File: src/rtl/grf_write_port.sv
// grf_write_port: merges the in-order writeback stream and the out-of-order
// mult/div result stream onto the single GRF write port. The pipeline always
// wins the port. Mult/div results wait in a small FIFO. A FIFO entry is
// killed when a younger writeback targets the same register. Decode is told
// which source registers still have a write pending in the FIFO.
module grf_write_port #(
    parameter int DEPTH = 4,
    parameter int PTR_W = 2
) (
    input  logic        clk,
    input  logic        Reset,
    input  logic        stall_GRF,
    input  logic        wb_valid,
    input  logic [4:0]  wb_addr,
    input  logic [31:0] wb_data,
    input  logic [31:0] wb_pc,
    input  logic        md_valid,
    output logic        md_ready,
    input  logic [4:0]  md_addr,
    input  logic [31:0] md_data,
    input  logic [31:0] md_pc,
    input  logic [4:0]  rs,
    input  logic [4:0]  rt,
    output logic        pend_rs,
    output logic        pend_rt,
    output logic        RegWr,
    output logic [4:0]  RWAddr,
    output logic [31:0] RWData,
    output logic [31:0] PC
);

    // Handshake: a mult/div result transfers on any rising edge where
    // md_valid & md_ready are both high. md_ready depends only on occupancy.
    // Results for $0 complete the handshake but are dropped.

    localparam logic [PTR_W:0]   FULL_CNT = (PTR_W+1)'(DEPTH);
    localparam logic [PTR_W:0]   CNT_ONE  = (PTR_W+1)'(1);
    localparam logic [PTR_W-1:0] PTR_ONE  = PTR_W'(1);

    // FIFO storage (payload is not reset; valid/kill bits are)
    logic [4:0]       addr_q [DEPTH];
    logic [31:0]      data_q [DEPTH];
    logic [31:0]      epc_q  [DEPTH];
    logic [DEPTH-1:0] valid_q;
    logic [DEPTH-1:0] kill_q;

    logic [PTR_W-1:0] head_q, head_d;
    logic [PTR_W-1:0] tail_q, tail_d;
    logic [PTR_W:0]   count_q, count_d;

    // Output stage
    logic        regwr_q;
    logic [4:0]  rwaddr_q;
    logic [31:0] rwdata_q;
    logic [31:0] pc_q;

    logic push, store, wb_issue, pop, head_killed;

    // Slot arbitration and FIFO pointer/occupancy next state
    always_comb begin
        md_ready    = (count_q < FULL_CNT);
        push        = md_valid & md_ready;
        store       = push & (md_addr != 5'd0);
        wb_issue    = ~stall_GRF & wb_valid & (wb_addr != 5'd0);
        pop         = ~stall_GRF & ~wb_issue & (count_q != '0);
        head_killed = kill_q[head_q];

        head_d  = pop   ? head_q + PTR_ONE : head_q;
        tail_d  = store ? tail_q + PTR_ONE : tail_q;
        count_d = count_q;
        if (store && !pop) begin
            count_d = count_q + CNT_ONE;
        end else if (!store && pop) begin
            count_d = count_q - CNT_ONE;
        end
    end

    // Pending-write lookup over live (stored, not killed) entries
    always_comb begin
        pend_rs = 1'b0;
        pend_rt = 1'b0;
        for (int i = 0; i < DEPTH; i++) begin
            if (valid_q[i] && !kill_q[i]) begin
                if (addr_q[i] == rs) pend_rs = 1'b1;
                if (addr_q[i] == rt) pend_rt = 1'b1;
            end
        end
        if (rs == 5'd0) pend_rs = 1'b0;
        if (rt == 5'd0) pend_rt = 1'b0;
    end

    // FIFO payload write at the tail
    always_ff @(posedge clk) begin
        if (store) begin
            addr_q[tail_q] <= md_addr;
            data_q[tail_q] <= md_data;
            epc_q[tail_q]  <= md_pc;
        end
    end

    // FIFO control: pointers, count, valid and kill bits
    always_ff @(posedge clk or negedge Reset) begin
        if (!Reset) begin
            head_q  <= '0;
            tail_q  <= '0;
            count_q <= '0;
            valid_q <= '0;
            kill_q  <= '0;
        end else begin
            head_q  <= head_d;
            tail_q  <= tail_d;
            count_q <= count_d;
            // A WB to the same register supersedes every older MD entry
            for (int i = 0; i < DEPTH; i++) begin
                if (wb_issue && valid_q[i] && (addr_q[i] == wb_addr)) begin
                    kill_q[i] <= 1'b1;
                end
            end
            if (pop) begin
                valid_q[head_q] <= 1'b0;
                kill_q[head_q]  <= 1'b0;
            end
            // Written last so an entry pushed this cycle starts un-killed
            if (store) begin
                valid_q[tail_q] <= 1'b1;
                kill_q[tail_q]  <= 1'b0;
            end
        end
    end

    // Registered GRF write stage; address/data/PC hold when no write issues
    always_ff @(posedge clk or negedge Reset) begin
        if (!Reset) begin
            regwr_q  <= 1'b0;
            rwaddr_q <= 5'd0;
            rwdata_q <= 32'd0;
            pc_q     <= 32'd0;
        end else if (!stall_GRF) begin
            if (wb_issue) begin
                regwr_q  <= 1'b1;
                rwaddr_q <= wb_addr;
                rwdata_q <= wb_data;
                pc_q     <= wb_pc;
            end else if (pop && !head_killed) begin
                regwr_q  <= 1'b1;
                rwaddr_q <= addr_q[head_q];
                rwdata_q <= data_q[head_q];
                pc_q     <= epc_q[head_q];
            end else begin
                regwr_q  <= 1'b0;
            end
        end
    end

    assign RegWr  = regwr_q;
    assign RWAddr = rwaddr_q;
    assign RWData = rwdata_q;
    assign PC     = pc_q;

endmodule

File: config.mk
export PLATFORM = sky130hd
export DESIGN_NAME = grf_write_port
export DESIGN_NICKNAME = d
export VERILOG_FILES = /design/src/rtl/grf_write_port.sv
export SDC_FILE = /design/constraint.sdc
export NUM_CORES = 1
export LEC_CHECK = 0
export CORE_MARGIN = 2
export CORE_UTILIZATION = 46
export DETAILED_ROUTE_END_ITERATION = 8
export GPL_ROUTABILITY_DRIVEN = 0
export HOLD_SLACK_MARGIN = 0.06
export PLACE_DENSITY = 0.69
export SLEW_MARGIN = 15
export SYNTH_ARGS = -nofsm -noshare
export SYNTH_HDL_FRONTEND = slang
export SYNTH_SLANG_ARGS = --single-unit
export TNS_END_PERCENT = 10
File: constraint.sdc
create_clock -name clk -period 4.9 [get_ports clk]
set_input_delay 1.225 -clock clk [delete_from_list [all_inputs] [get_ports clk]]
set_output_delay 1.225 -clock clk [all_outputs]
set_load 0.05 [all_outputs]
==> results, run 1 <==
- The run finished with clean final reports.
- The number of filler cells placed in the layout is 2500.
- The path type of the worst setup path is input pin to output port.
- The slowest cell on the critical path is sky130_fd_sc_hd__clkdlybuf4s50_1.
- The global-route wire length before repair is 49.5 mm.
- The CTS tree is built.
- After routing the design area is 19200 µm².
- Counting flops and latches in the post-synthesis netlist gives 361.
- Setup violations remaining at the end of the flow were counted as 0.
- The number of buffers created by CTS is 38.
- The most used flip-flop cell after synthesis is sky130_fd_sc_hd__edfxtp_1.
- Averaged over all synthesized cells, the footprint is 18.0 µm².
- The fraction of registers with async set or reset after synthesis is 0.235.
- The type of origin of the critical path is an input pin.
- The number of nets with antenna violations after detailed routing is 0.
- Along the worst path, the maximum fanout reaches 5.
- The final number of hold-violating endpoints is 0.
- Clock latency on the worst-skew pair, taken at its later pin, is 510 ps.
- The total negative slack is 0 ps.
- The total core area is 32600 µm².
- The final count of pins violating max slew is 0.
- The category of the worst setup path capture point is an output port.
- The standard cell area after detailed placement is 17900 µm².
- The area growth from synthesis to layout is 25.6%.
- Setup repair after global routing left no endpoint under its margin.
- At the placement stage, the worst setup path has a slack of 659 ps.
- The gate count of the mapped netlist is 848.
- The net count of the finished layout is 1237.
- The maximum achievable frequency is 249 MHz.
- The width of the chip is 186 µm.
- The worst setup skew after layout is 15.7 ps.
- The peak supply drop is 0.414 mV.
- The number of enable-type register cells in the synthesized netlist is 276.
- The fraction of the cycle the final worst path needs is 0.820.
- After global routing the overflow that remains totals 0.
- The Yosys step of the flow raised 0 warnings.
- The number of rows in the core area is 66.
- Subtracting the final worst setup slack from the clock period gives 4020 ps.
- The sink count of the clock tree is 361.
- The detailed router placed 8110 vias in this run.
- The routed wirelength normalized by instance count is 20.8 µm.
- Summed over all layers, the routed wires come to 32.1 mm.
- Walking the worst path, the cells encountered are clkdlybuf4s50_1 -> xnor2_1 -> nand4_1 -> nor3_1 -> nor4_1 -> a21oi_1 -> buf_4.
- The maximum buffer depth of the clock tree is 3.
- The hold buffer count at cts is 0.
- The die is 186 µm tall.
- The first detailed-routing pass ran for 5 iterations.
- The floorplan die area is 34600 µm².
- The worst pin sits at a relative slew slack of 0.385.
- The global-route usage over all layers is 0.190.
- After detailed routing, the number of remaining DRC violations is 0.
- Of the synthesized area, sequential elements account for 0.683.
- The via count of the first global-routing pass came to 8638.
- The cell leakage power is 6.88 nW.
- Data on the critical path is required at its endpoint by 3670 ps.
- The maximum number of pins on one net before global-route repair is 85.
- The data arrival time of the worst path is 2790 ps.
- The number of antenna violations at the first check in global routing is 3.
- Using the TritonRoute via totals, the vias-per-cell ratio works out to 5.25.
- The post-layout worst setup margin is 883 ps.
- The number of nets in the synthesized netlist is 1011.
- The initial standard-cell utilization of the core is 0.468.
- The largest stage delay on the critical path is 650 ps.
- In this run the post-CTS setup repair buffer count came out at 0.
- In the final layout, the share of cells above drive strength 1 is 0.254.
- For this design the top-level I/O count stands at 226.
- The number of distinct standard cells referenced by the synthesized netlist is 41.
- The post-cts resize count is 0.
- The synthesized cell area is 15200 µm².
- After clock tree synthesis, the clock-pin slew on the worst setup and hold paths is 60 ps.
- After the first detailed-routing iteration, the DRC count stood at 428.
- The worst hold path belongs to the class flip-flop to flip-flop.
- After legalization and detailed placement, the total HPWL measured 20.4 mm.
- The power density relative to cell area is 593 nW/µm².
- The number of max-cap violations is 0.
- For the pin with the worst max-slew slack, the measured transition is 922 ps.
- The H-tree level count is 2.
- The clock tree root driver cell is sky130_fd_sc_hd__clkbuf_16.
- Port buffering added 225 buffers.
## sequential cells by signal (all words and copies together), names as in the netlist
register / cells
data_q: 128
epc_q: 128
PC: 32
RWData: 32
addr_q: 20
RWAddr: 5
kill_q: 4
valid_q: 4
count_q: 3
head_q: 2
tail_q: 2
RegWr: 1
## logic make-up after synthesis
logic type                 count (synthesis)  share of synthesized area
DFF                                      361                      0.683
muxes                                    137                      0.147
and+or+nand+nor                          126                     0.0482
AOI/OAI and AO/OA                         87                     0.0478
xor gates and xnor gates                  65                     0.0373
buffers and inverters                     62                     0.0275
adders and majority gates                 10                    0.00870
## cells in the mapped netlist, types with 2 or more instances
| library cell | n | area, µm² |
|---|---|---|
| sky130_fd_sc_hd__clkbuf_4 | 6 | 45.0 |
| sky130_fd_sc_hd__nor2_1 | 3 | 11.3 |
| sky130_fd_sc_hd__buf_6 | 5 | 56.3 |
| sky130_fd_sc_hd__nor3_1 | 12 | 60.1 |
| sky130_fd_sc_hd__mux2i_1 | 66 | 661 |
| sky130_fd_sc_hd__buf_12 | 7 | 140 |
| sky130_fd_sc_hd__xor2_1 | 25 | 219 |
| sky130_fd_sc_hd__inv_1 | 6 | 22.5 |
| sky130_fd_sc_hd__nand2_1 | 21 | 78.8 |
| sky130_fd_sc_hd__a41oi_1 | 4 | 35.0 |
| sky130_fd_sc_hd__mux4_2 | 70 | 1580 |
| sky130_fd_sc_hd__nand4_1 | 8 | 50.1 |
| sky130_fd_sc_hd__inv_2 | 2 | 7.51 |
| sky130_fd_sc_hd__o21ai_2 | 65 | 569 |
| sky130_fd_sc_hd__nand3_1 | 6 | 30.0 |
| sky130_fd_sc_hd__a21oi_1 | 3 | 15.0 |
| sky130_fd_sc_hd__a21o_1 | 4 | 30.0 |
| sky130_fd_sc_hd__and2_1 | 4 | 25.0 |
| sky130_fd_sc_hd__edfxtp_1 | 276 | 8290 |
| sky130_fd_sc_hd__buf_2 | 9 | 45.0 |
| sky130_fd_sc_hd__nand2b_1 | 4 | 25.0 |
| sky130_fd_sc_hd__xnor2_1 | 40 | 350 |
| sky130_fd_sc_hd__o21ai_1 | 4 | 20.0 |
| sky130_fd_sc_hd__dfrtp_1 | 85 | 2130 |
| sky130_fd_sc_hd__clkbuf_1 | 18 | 67.6 |
| sky130_fd_sc_hd__nand2_2 | 56 | 350 |
| sky130_fd_sc_hd__ha_1 | 9 | 113 |
| sky130_fd_sc_hd__nor4_1 | 6 | 37.5 |
| sky130_fd_sc_hd__a211oi_1 | 4 | 30.0 |
| sky130_fd_sc_hd__nor3_4 | 2 | 32.5 |
| sky130_fd_sc_hd__buf_1 | 8 | 30.0 |
## through the flow
| step | util | cells | hold slack, ps | total power, W |
|---|---|---|---|---|
| 2_1_floorplan | - | 848 | 472 | 0.00726 |
| 3_3_place_gp | 0.548 | 1476 | 463 | 0.00846 |
| 3_5_place_dp | 0.548 | 1476 | 469 | 0.00853 |
| 4_1_cts | 0.587 | 1544 | 482 | 0.0115 |
| 5_1_grt | 0.587 | 1544 | 495 | 0.0119 |
| 6_report | 0.587 | 1546 | 477 | 0.0114 |
## per-layer routing
layer	global-route usage	up-vias	share of wire	routed length, µm
li1	-	3734	-	-
met1	0.256	4097	0.43	13700
met2	0.316	230	0.49	15600
met3	0.0436	47	0.068	2170
met4	0.0454	2	0.018	580
met5	0	-	0.00034	11
## where the power goes
| group | leakage, nW | internal (W) | switching, W |
|---|---|---|---|
| Sequential | 3.54 | 0.00398 | 0.000454 |
| Clock | 0.621 | 0.00181 | 0.00115 |
| Combinational | 2.72 | 0.00164 | 0.00233 |
## area by class of cell
cell class                      instances  area [µm²]  share of cell area
Sequential cell                       361       10400               0.544
Multi-Input combinational cell        425        4440               0.232
Timing Repair Buffer                  240        2420               0.126
Clock buffer                           48        1030              0.0538
Tap cell                              442         553              0.0289
Clock inverter                         20         259              0.0135
Inverter                                8        30.0             0.00157
Antenna cell                            2        5.00            0.000261
## critical path: cells and delay by family
family / cells / cell delay (ps)
AND/OR/NAND/NOR: 3 / 420
AO/OA/AOI/OAI: 1 / 120
XOR/XNOR: 1 / 160
buffers and inverters: 2 / 860
## placed cells by master (no fill, tap or decap), types with 4 or more instances in the layout
master / n
sky130_fd_sc_hd__nor3_1: 12
sky130_fd_sc_hd__clkinv_1: 5
sky130_fd_sc_hd__a41oi_1: 4
sky130_fd_sc_hd__nand2_2: 56
sky130_fd_sc_hd__buf_12: 5
sky130_fd_sc_hd__clkinv_2: 4
sky130_fd_sc_hd__a211oi_1: 4
sky130_fd_sc_hd__and2_4: 4
sky130_fd_sc_hd__clkbuf_16: 39
sky130_fd_sc_hd__nand3_1: 6
sky130_fd_sc_hd__clkbuf_1: 7
sky130_fd_sc_hd__xor2_1: 25
sky130_fd_sc_hd__clkdlybuf4s50_1: 222
sky130_fd_sc_hd__bufinv_16: 6
sky130_fd_sc_hd__edfxtp_1: 276
sky130_fd_sc_hd__mux4_2: 70
sky130_fd_sc_hd__nand2_1: 21
sky130_fd_sc_hd__mux2i_1: 66
sky130_fd_sc_hd__dfrtp_1: 83
sky130_fd_sc_hd__o21ai_2: 65
sky130_fd_sc_hd__a21o_1: 4
sky130_fd_sc_hd__nand4_1: 8
sky130_fd_sc_hd__xnor2_1: 40
sky130_fd_sc_hd__ha_1: 9
sky130_fd_sc_hd__inv_1: 6
sky130_fd_sc_hd__buf_4: 13
sky130_fd_sc_hd__nor4_1: 6
sky130_fd_sc_hd__nand2b_1: 4
## path summary, 6_finish.rpt
kind                       startpoint          to  slack [ps]  depth (start not counted)
min                        RWData[11]  RWData[11]         480                          2
max reg2reg                 head_q[0]      PC[24]        2130                          6
min reg2reg                RWData[11]  RWData[11]         480                          2
min in group asynchronous       Reset   RWData[5]         840                          1
max in group asynchronous       Reset       PC[9]        3160                          2
max                             rt[1]     pend_rt         880                          7
Note: power is estimated with default switching activity, not from simulation.
==> run 2: changes to the inputs <==
--- a/config.mk
+++ b/config.mk
@@ -10,7 +10,7 @@
 export DETAILED_ROUTE_END_ITERATION = 8
 export GPL_ROUTABILITY_DRIVEN = 0
 export HOLD_SLACK_MARGIN = 0.06
-export PLACE_DENSITY = 0.69
+export PLACE_DENSITY = 0.72
 export SLEW_MARGIN = 15
 export SYNTH_ARGS = -nofsm -noshare
 export SYNTH_HDL_FRONTEND = slang
==> constraint.sdc (replaced) <==
create_clock -name clk -period 3.4 [get_ports clk]
set_input_delay 0.85 -clock clk [delete_from_list [all_inputs] [get_ports clk]]
set_output_delay 0.85 -clock clk [all_outputs]
set_load 0.05 [all_outputs]
==> results, run 2 (synthesis gave the netlist of run 1 again) <==
- The flow ran to the end, and the final reports show no timing, DRC or antenna violations.
- The tree built by TritonCTS fans out to 361 sinks.
- The normalized max-slew margin is 0.493.
- Walking the worst path, the cells encountered are clkdlybuf4s50_1 -> xnor2_1 -> nand4_1 -> nor3_1 -> nor4_1 -> a21oi_1 -> buf_12.
- In this run the cell area measured after placement is 18300 µm².
- The final number of hold-violating endpoints was 0.
- The pre-CTS setup slack is -0.0540 ps.
- The count of boundary I/O pins is 226.
- The maximum fanout count along the critical path is 5.
- The maximum buffer depth of the clock tree is 3.
- STA classifies the critical path startpoint as an input pin.
- The maximum achievable frequency is 303 MHz.
- The data arrival time of the worst path is 2450 ps.
- For this run, the detailed router's first-pass iteration total came to 4.
- The global-route congestion overflow total is 0.
- The number of non-filler instances in the completed layout is 1579.
- Once routing completed, OpenROAD measured the worst setup slack at 100 ps.
- For this run, design rule violations remaining after detail routing come to 0.
- Setup repair after global routing left no endpoint under its margin.
- The met1 capacity usage during global routing is 0.247.
- The internal power summed over all cells is 0.0107 W.
- The number of max-cap violations is 0.
- Summing all non-filler instances in the final layout gives an area of 19600 µm².
- Relative to the synthesized area, the layout overhead comes to 28.2%.
- The power spent charging and discharging nets is 0.00566 W.
- The number of clock buffers added by TritonCTS is 38.
- At the end of the flow, the number of nets in the layout was 1271.
- The fraction of the cycle the final worst path needs is 0.971.
- After filler insertion, the fill cell instance count of the layout stands at 2439.
- From left edge to right edge, the die measures 186 µm.
- The floorplan die area is 34600 µm².
- The die height is 186 µm.
- The largest registers in the layout are data_q: 128 flops, epc_q: 128 flops.
- The path type of the worst setup path is input pin to output port.
- The sum of routed wire length over all layers is 31.6 mm.
- The global-route wire length before repair is 49.0 mm.
- Summed over all nets, the half-perimeter wirelength after detailed placement is 21.1 mm.
- The slowest stage of the critical path belongs to the cell sky130_fd_sc_hd__clkdlybuf4s50_1.
- Power spread over the standard cell area amounts to 835 nW/µm².
- The initial standard-cell utilization of the core is 0.468.
- The later pin in the worst-skew pair is clocked with a latency of 510 ps.
- The number of vias per cell is 5.18.
- The fraction of power consumed by combinational cells is 0.372.
- The number of antenna violations at the first check in global routing is 2.
- The final count of pins violating max slew is 0.
- After the first detailed-routing iteration, the DRC count stood at 524.
- The sequential group share of total power is 0.382.
- The via count of the first global-routing pass came to 8564.
- The global-route usage over all layers is 0.188.
- At the pin with the least slew margin, the transition time is 760 ps.
- For the worst setup path, the data required time is 2550 ps.
- The routed wirelength normalized by instance count is 20.0 µm.
- The routed design could run at a clock period as short as 3300 ps.
- The number of I/O port buffers is 225.
- The global routing met2 resource utilization is 0.314.
- Setup violations remaining at the end of the flow were counted as 0.
- After clock tree synthesis, the clock-pin slew on the worst setup and hold paths is 60 ps.
- The tree is rooted in a sky130_fd_sc_hd__clkbuf_16.
- The cell count of the worst reg-to-reg path is 9.
- The worst reg2reg path startpoint is count_q[1].
- The H-tree was split into 2 levels.
- Counting both buffers and inverters, the worst setup path holds a total of 2.
- The category of the worst setup path capture point is an output port.
- The capturing instance or port of the critical path is pend_rs.
- The met3 usage in global routing is 0.0462.
- Of the total power, the clock network draws 0.246.
- The number of rows in the core area is 66.
- The peak supply drop is 0.543 mV.
- The final design utilization is 0.600.
- The top cell types in the final layout, fill and taps aside, are sky130_fd_sc_hd__edfxtp_1, sky130_fd_sc_hd__clkdlybuf4s50_1, sky130_fd_sc_hd__dfrtp_1.
- The largest stage delay on the critical path is 640 ps.
- Detailed routing inserted a total of 8184 vias.
- The timing startpoint of the critical path is rs[3].
- The most utilized layer in the global route result is met2.
- The worst setup skew after layout is 16.6 ps.
- The library cell used most frequently in the layout, excluding fill and tap cells, is sky130_fd_sc_hd__edfxtp_1.
- The net switching share of the total power is 0.347.
- The endpoint of the most critical register-to-register path is count_q[2].
- The critical path runs through a total of 7 cells.
- Entering global routing, the biggest net connects 73 pins.
- The min-delay analysis places its worst path in the category input pin to async pin.
- The number of cells in the design after placement is 1510.
- The family of cells with the greatest summed delay on the critical path is buffers and inverters.
- The setup slack of the most critical reg-to-reg path is 1260 ps.
- The fraction of layout instances using a drive strength above 1 is 0.277.
- TritonCTS built the clock tree.
- The cell leakage power is 7.13 nW.
- In this run the remaining antenna-violating nets after routing total 0.
- Post-CTS timing repair inserted 0 buffers for setup.
- The total area inside the core boundary comes to 32600 µm².
run 2: changes by cell type in the layout (fill, tap and decap cells not counted), moves of 3 or more:
cell / change
sky130_fd_sc_hd__clkdlybuf4s50_1: -5
sky130_fd_sc_hd__buf_12: +16
sky130_fd_sc_hd__clkinv_2: +4
sky130_fd_sc_hd__buf_4: +18
sky130_fd_sc_hd__dlymetal6s2s_1: +5
sky130_fd_sc_hd__bufinv_16: -3
sky130_fd_sc_hd__clkbuf_8: +3
run 2: cell type report:
type                            count  area, µm²  share of cell area
Clock buffer                       51       1050              0.0537
Inverter                            8       30.0             0.00154
Tap cell                          442        553              0.0283
Sequential cell                   361      10400               0.533
Multi-Input combinational cell    425       4440               0.227
Timing Repair Buffer              274       2890               0.148
Antenna cell                        1       2.50            0.000128
Clock inverter                     17        173             0.00883
run 2: what timing repair did:
item                                    in CTS  in global routing
resized for setup                            0                  5
hold buffers                                 0                  0
endpoints found under the setup margin       0                  1
run 2: layer usage:
layer,up-vias,wire length (µm)
met5,-,0
met4,0,549
met3,44,2100
met2,239,15500
met1,4091,13400
li1,3810,-
run 2: worst min path at each step:
stage	start	depth (start not counted)	to
after floorplan	valid_q[0]	1	valid_q[0]
after global placement	RWData[7]	2	RWData[7]
after detailed placement	RWData[29]	2	RWData[29]
after CTS	Reset	1	RWData[7]
after global routing	Reset	1	RWData[7]
final	Reset	1	RWData[7]
run 2: worst register-to-register path: cells and delay by family (launching register included):
family                   cells  cell delay [ps]
XOR/XNOR                     2              290
buffers and inverters        2              120
AND/OR/NAND/NOR              3              720
adder cells (fa/ha/maj)      2              530
flip-flops                   1              410
run 2: metrics by stage:
step | power, W | setup TNS, ps | hold slack, ps
6_report | 0.0163 | 0 | 399
5_1_grt | 0.0171 | 0 | 446
4_1_cts | 0.0165 | 0 | 415
3_5_place_dp | 0.0125 | -0.0540 | 466
3_3_place_gp | 0.0124 | 0 | 460
2_1_floorplan | 0.0105 | 0 | 472
run 2: power groups by stage:
stage	logic [W]	clock network, W	registers, W
detailed placement	0.00615	0	0.00632
floorplan	0.00280	0	0.00766
CTS	0.00618	0.00413	0.00624
global placement	0.00609	0	0.00629
finish	0.00608	0.00402	0.00623
global route	0.00649	0.00431	0.00633
